==> src/rtl/rgb_pwm_driver.sv <==
// rgb_pwm_driver
//   Drives three PWM outputs for an RGB LED from a 24-bit colour code. Each 8-bit channel
//   sets a duty cycle over a 256-step period of PRESCALE clocks per step. A newly received
//   code is held in a pending buffer. It is applied only at a period boundary, so one
//   period never mixes two duties.
//
// Ports
//   clk               system clock, rising edge
//   rst_n             asynchronous active-low reset
//   rgb_i[23:0]       colour code, [23:16]=R, [15:8]=G, [7:0]=B
//   rgb_valid_i       rgb_i holds a new code this cycle
//   led_r_o/g_o/b_o   registered PWM outputs
//   period_start_o    one-clock pulse in the first clock of each PWM period
//   update_pending_o  a buffered code is waiting for the next period boundary

module rgb_pwm_driver #(
    parameter int unsigned PRESCALE = 4  // clocks per PWM step, 1..65535
) (
    input  logic        clk,
    input  logic        rst_n,
    input  logic [23:0] rgb_i,
    input  logic        rgb_valid_i,
    output logic        led_r_o,
    output logic        led_g_o,
    output logic        led_b_o,
    output logic        period_start_o,
    output logic        update_pending_o
);

    localparam logic [15:0] PreMax = 16'(PRESCALE - 1);

    logic [15:0] pre_cnt_q, pre_cnt_d;
    logic [7:0]  pwm_cnt_q, pwm_cnt_d;
    logic [23:0] pending_q, pending_d;
    logic [23:0] active_q, active_d;
    logic        update_pending_q, update_pending_d;
    logic        led_r_q, led_r_d;
    logic        led_g_q, led_g_d;
    logic        led_b_q, led_b_d;
    logic        period_start_q, period_start_d;

    logic tick;
    logic boundary;

    // With PRESCALE=1, PreMax is 0 and pre_cnt_q never leaves 0, so tick is always high.
    assign tick     = (pre_cnt_q == PreMax);
    assign boundary = tick && (pwm_cnt_q == 8'hFF);

    always_comb begin
        pre_cnt_d        = tick ? 16'd0 : pre_cnt_q + 16'd1;
        pwm_cnt_d        = tick ? pwm_cnt_q + 8'd1 : pwm_cnt_q;
        pending_d        = pending_q;
        active_d         = active_q;
        update_pending_d = update_pending_q;

        // rgb_i is only looked at when rgb_valid_i is high, so unknowns on an idle bus stay out.
        if (rgb_valid_i) begin
            pending_d        = rgb_i;
            update_pending_d = 1'b1;
        end

        if (boundary) begin
            update_pending_d = 1'b0;
            if (rgb_valid_i) begin
                // A code arriving on the boundary cycle itself goes straight into the new period.
                active_d = rgb_i;
            end else if (update_pending_q) begin
                active_d = pending_q;
            end
        end

        // Compare against post-edge counter and duty so that all channels lag by one stage.
        led_r_d        = (pwm_cnt_d < active_d[23:16]);
        led_g_d        = (pwm_cnt_d < active_d[15:8]);
        led_b_d        = (pwm_cnt_d < active_d[7:0]);
        period_start_d = boundary;
    end

    always_ff @(posedge clk or negedge rst_n) begin
        if (!rst_n) begin
            pre_cnt_q        <= '0;
            pwm_cnt_q        <= '0;
            pending_q        <= '0;
            active_q         <= '0;
            update_pending_q <= 1'b0;
            led_r_q          <= 1'b0;
            led_g_q          <= 1'b0;
            led_b_q          <= 1'b0;
            period_start_q   <= 1'b0;
        end else begin
            pre_cnt_q        <= pre_cnt_d;
            pwm_cnt_q        <= pwm_cnt_d;
            pending_q        <= pending_d;
            active_q         <= active_d;
            update_pending_q <= update_pending_d;
            led_r_q          <= led_r_d;
            led_g_q          <= led_g_d;
            led_b_q          <= led_b_d;
            period_start_q   <= period_start_d;
        end
    end

    assign led_r_o          = led_r_q;
    assign led_g_o          = led_g_q;
    assign led_b_o          = led_b_q;
    assign period_start_o   = period_start_q;
    assign update_pending_o = update_pending_q;

endmodule

==> config.mk <==
export PLATFORM = sky130hd
export DESIGN_NAME = rgb_pwm_driver
export DESIGN_NICKNAME = d
export VERILOG_FILES = /design/src/rtl/rgb_pwm_driver.sv
export SDC_FILE = /design/constraint.sdc
export NUM_CORES = 1
export LEC_CHECK = 0
export CAP_MARGIN = 0
export CORE_UTILIZATION = 50
export CTS_BUF_LIST = sky130_fd_sc_hd__clkbuf_4
export DETAILED_ROUTE_END_ITERATION = 10
export DONT_BUFFER_PORTS = 1
export PLACE_DENSITY = 0.7
export SYNTH_ARGS = -nofsm -noshare
export SYNTH_HDL_FRONTEND = slang
export SYNTH_SLANG_ARGS = --single-unit
==> constraint.sdc <==
create_clock -name clk -period 3.6 [get_ports clk]
set_input_delay 0.72 -clock clk [delete_from_list [all_inputs] [get_ports clk]]
set_output_delay 0.72 -clock clk [all_outputs]
set_load 0.005 [all_outputs]
# Word-level counts from Yosys, hierarchy flattened
# Index checks and enable logic that the tools add are counted.
# Widths: inputs -> output; s select.
[op_classes]
add_sub_neg = 2
n_lt_le_gt_ge = 3
eq_ne = 2
muxes = 7
n_reduce_logical = 2
[ops]
columns = ["cell", "n"]
rows = [
  ["$mux 24", 3],
  ["$lt 8x8->1", 3],
  ["$add 16x1->16 const B", 1],
  ["$eq 16x2->1 const B", 1],
  ["$mux 16", 1],
  ["$add 8x1->8 const B", 1],
  ["$eq 8x8->1 const B", 1],
  ["$mux 8", 1],
  ["$mux 1", 2],
  ["$reduce_bool 2->1", 1],
  ["$logic_and 1x1->1", 1],
]
[word_totals]
ff_bits = 77
in_bits = 27
output_inout_bits = 5
word_cells = 25

# Logic depth before layout (Yosys ltp)
[depth]
ltp_word = 4
mapped_depth = 13
depth_no_buf = 12

# Least setup slack after synthesis
# OpenSTA, ideal clock, no wires.
[synth_timing]
kind = "input port to flip-flop"
from = "input rgb_valid_i"
to = "register led_g_q (netlist: led_g_o)"
setup_ns = 0.067
arrival_ns = 2.920
required_ns = 3.533
slack_ns = 0.613
stages = 9
path_buffers = 2
cell_sequence = "buf_1 -> buf_1 -> mux2_2 -> mux2i_1 -> ha_1 -> a2111o_1 -> a21oi_1 -> nor2b_1 -> a311o_1"
[synth_via]
elab_chain_len = 3
[synth_rtl]
columns = ["element", "line", "source"]
rows = [
  ["start, declared", "22", "input logic rgb_valid_i,"],
  ["$mux 24", "64", "if (rgb_valid_i) begin"],
  ["$mux 24", "62", "if (boundary) begin"],
  ["$lt 8x8->1", "74", "led_g_d = (pwm_cnt_d < active_d[15:8]);"],
  ["net led_g_d", "38", "logic led_g_q, led_g_d;"],
  ["end signal, assigned", "97", "led_g_q <= led_g_d;"],
  ["end, declared", "38", ""],
]
# The timed path passes the listed nets, and every way through them passes these cells.
# A chain may end at the register's enable or synchronous reset.

# Worst setup path after layout
[layout_timing]
from = "register pre_cnt_q[0]"
to = "register led_r_q (netlist: led_r_o)"
[layout_via]
elab_chain_len = 4
word_cells_on_any_way = 5
cone_classes = "order compare: 1; eq/ne: 1; mux: 2; reduce/logical: 1"
[layout_rtl]
columns = ["element", "line", "source"]
rows = [
  ["start, declared", "32", "logic [15:0] pre_cnt_q, pre_cnt_d;"],
  ["start signal, assigned", "91", "pre_cnt_q <= pre_cnt_d;"],
  ["$eq 16x2->1 *", "46", "assign tick = (pre_cnt_q == PreMax);"],
  ["$logic_and 1x1->1", "47", "assign boundary = tick && (pwm_cnt_q == 8'hFF);"],
  ["$mux 24", "62", ""],
  ["$lt 8x8->1 *", "73", "led_r_d = (pwm_cnt_d < active_d[23:16]);"],
  ["net led_r_d", "37", "logic led_r_q, led_r_d;"],
  ["end signal, assigned", "96", "led_r_q <= led_r_d;"],
  ["end, declared", "37", ""],
]
# Mark *: on every way through the listed nets, which the timed path passes. The rest lies on a longest branch.

==> impl_metrics.yaml <==
clock_network:
  cts.htree.levels: 3
  insertion_delay_ns: 0.43
  post_cts_buffers: 0
  cts_tree: "built"
  numCtsBuffers: 9
  cts_resized: 0
  clkTransAtPathRegs_ns: 0.13
  cts_buffer_depth: 2
  hold_buffers: 1
  cts_sinks: 77
  cts-root-buf: "clkbuf_4"
drt:
  vias: 2371
  postRouteAntennaNets: 0
  wl_per_cell_um: 16.2
  drt-initial-drc-count: 132
  wl_um: 6820
  drc: 0
  routed_via_density: 5.65
  dr.pass1.iters: 4
sta:
  fmax_ghz: 0.303
  maxSlewViolCount: 0
  setup_violations: 0
  worst_slew_pin_slew_ns: 1.08
  fin_setup_tns_ns: 0
  clock_skew_ns: 0.0178
  period_needed_ns: 3.30
  rsz0062_at_grt: "no"
  fin_crit_sh_pct: 91.7
  slew-limit-headroom_pct: 27.5
  hold_violations: 0
die:
  coreArea_sq_um: 7330
  die_area_sq_um: 8050
  die_width_um: 89.7
  ios: 32
  initial_utilization_pct: 52.5
  fp.dieH_um: 89.7
  num_rows: 31
cells_and_area:
  area_delta_synth_final_pct: 7.71
  fill_cells: 581
  nNetsFinal: 367
  stdcell_count: 420
  drive_gt1_share_pct: 21.2
  n_antenna_cell: 0
worst_setup_path:
  critPathLaunchType: "register"
  worstSetupPathType: "register to register"
  end_kind: "register"
  worstPathMaxFanout: 32
  crit_required_ns: 3.95
  cp.arrival_ns: 3.65
placed_design:
  placed_cells: 404
  portBuffers: 0
  hpwlAfterDp_um: 4640
  globalplace.congestion: 0.823
min_path:
  hp-class: "primary input to async pin"
synthesis:
  syn_nets: 363
  synth_warnings: 0
  ys_seq_area_share_pct: 50.1
  avgSynthCellArea_sq_um: 12.3
  synthDistinctLibCells: 47
  netlist_area_sq_um: 3850
  synth_seq_cells: 77
  synthCells: 313
power:
  peakVddDrop_mv: 0.208
  p_leak_nw: 2.00
  sw_frac_of_total_pct: 21.3
  clock_power_share_pct: 40.5
  internal-power_mw: 1.29
  pwr-share-comb_pct: 4.5
  p_per_area_nw_per_um2: 396
  sequentialPowerShare_pct: 54.9
  power_switching_uw: 349
  power_mw: 1.64
grt:
  grt_max_degree: 78
  grt_pass1_vias: 2441
  grtUsageTotal_pct: 19.0
  antenna_found_initial: 0
  grt_pass1_wl_um: 12000
  overflow: 0
job:
  cap_violations: 0
outcome:
  outcome: "completed"
-- cells in the final DEF (no fill, tap or decap), types with 6 or more instances in the layout --
| master | n |
|---|---|
| dfrtp_1 | 77 |
| nor2_1 | 9 |
| inv_1 | 8 |
| a21oi_1 | 8 |
| ha_1 | 23 |
| nand2_1 | 19 |
| mux2_2 | 41 |
| mux2i_1 | 20 |
| nand4_1 | 6 |
| nand3_1 | 9 |
| xnor2_1 | 18 |
| clkbuf_4 | 11 |
| o21ai_0 | 6 |
-- layout make-up --
type                            instances  area [sq um]  area share [%]
Clock inverter                          4          97.6            2.36
Inverter                                8          30.0           0.725
Tap cell                               99           124            2.99
Clock buffer                           11          82.6            1.99
Multi-Input combinational cell        218          1840            44.4
Timing Repair Buffer                    3          42.5            1.03
Sequential cell                        77          1930            46.5
-- synth_stat cells, drive strengths merged --
cell type | count | area share, %
nor2 | 9 | 0.88
and4 | 3 | 0.81
buf | 9 | 1.4
nor4 | 4 | 0.65
ha | 23 | 7.5
nand2 | 19 | 1.9
nor2b | 5 | 0.81
a22o | 2 | 0.46
and2 | 2 | 0.36
o21a | 3 | 0.59
dfrtp | 77 | 50
or4 | 1 | 0.20
nor3 | 5 | 0.65
mux2 | 41 | 12
a21boi | 2 | 0.49
xnor2 | 18 | 4.1
a2111oi | 1 | 0.23
o31ai | 3 | 0.59
clkbuf | 1 | 0.097
a2111o | 2 | 0.59
and2b | 1 | 0.23
a31oi | 1 | 0.16
xor2 | 3 | 0.68
o21ai | 7 | 1.0
and3 | 5 | 0.81
a21oi | 8 | 1.0
or3 | 2 | 0.46
mux2i | 20 | 5.2
a22oi | 1 | 0.20
nor4b | 2 | 0.85
o2bb2ai | 1 | 0.23
o211ai | 2 | 0.39
a21o | 1 | 0.20
nand4 | 6 | 0.98
nand3 | 9 | 1.2
a211oi | 2 | 0.39
a311o | 2 | 0.52
inv | 8 | 0.78
o21bai | 2 | 0.39
-- power groups by stage --
stage / Clock, mW / Combinational (mW) / Sequential [mW]
CTS: 0.674 / 0.0771 / 0.902
finish: 0.665 / 0.0744 / 0.902
detailed placement: 0 / 0.0557 / 0.919
global placement: 0 / 0.0554 / 0.917
global route: 0.708 / 0.0849 / 0.905
floorplan: 0 / 0.0506 / 0.916
-- sequential cells by signal, indices dropped and copies added (netlist names), 8 cells and up --
name / count
active_q: 24
pending_q: 24
pre_cnt_q: 16
pwm_cnt_q: 8
-- logic make-up (layout without fill, tap and decap cells) --
kind of cell / Yosys count / count (layout) / synth area share [%]
AOI/OAI and AO/OA: 40 / 40 / 7.45
xor gates and xnor gates: 21 / 21 / 4.78
adders and majority gates: 23 / 23 / 7.48
buffers and inverters: 18 / 26 / 2.28
DFF: 77 / 77 / 50.1
muxes: 61 / 61 / 17.2
and+or+nand+nor: 73 / 73 / 10.7
-- worst paths after layout --
| check | start | endpoint | slack, ns | cells past startpoint |
|---|---|---|---|---|
| max | pre_cnt_q[0] | led_r_o | 0.30 | 13 |
| min | rst_n | active_q[21] | 0.15 | 1 |
| max reg2reg | pre_cnt_q[0] | led_r_o | 0.30 | 13 |
| min reg2reg | pre_cnt_q[15] | pre_cnt_q[15] | 0.51 | 1 |
| max in group asynchronous | rst_n | pending_q[14] | 3.13 | 1 |
| min in group clk | rgb_valid_i | pending_q[8] | 0.40 | 1 |
-- routing by layer --
layer / vias to the layer above / GRT usage [%] / part of all wire, %
li1: 1150 / - / -
met3: 16 / 3.55 / 4.1
met2: 53 / 28.0 / 44
met1: 1152 / 27.2 / 50
met5: - / 0 / 0
met4: 0 / 9.02 / 2.4
-- stage by stage --
step                setup slack, ns  area, sq um  utilization [%]  hold WS, ns
finish                        0.299         4140             56.5        0.151
global route                 0.0721         4140             56.5        0.168
CTS                           0.322         4140             56.5        0.169
detailed placement            0.338         3940             53.7        0.426
global placement              0.399         3940             53.7        0.426
floorplan                     0.613         3850                -        0.424
-- critical path: stages (launching register included) --
cell and delay, ns:
dfrtp_1 0.44, ha_1 0.29, nor4b_4 0.15, and4_4 0.20, and2_2 0.24, o21ai_4 0.39
buf_4 0.31, mux2i_1 0.29, ha_1 0.29, a21oi_1 0.13, nor2b_1 0.06, o21ai_0 0.15
nand2_1 0.06, o21ai_0 0.21
No activity file was read; power rests on OpenSTA's default activity.
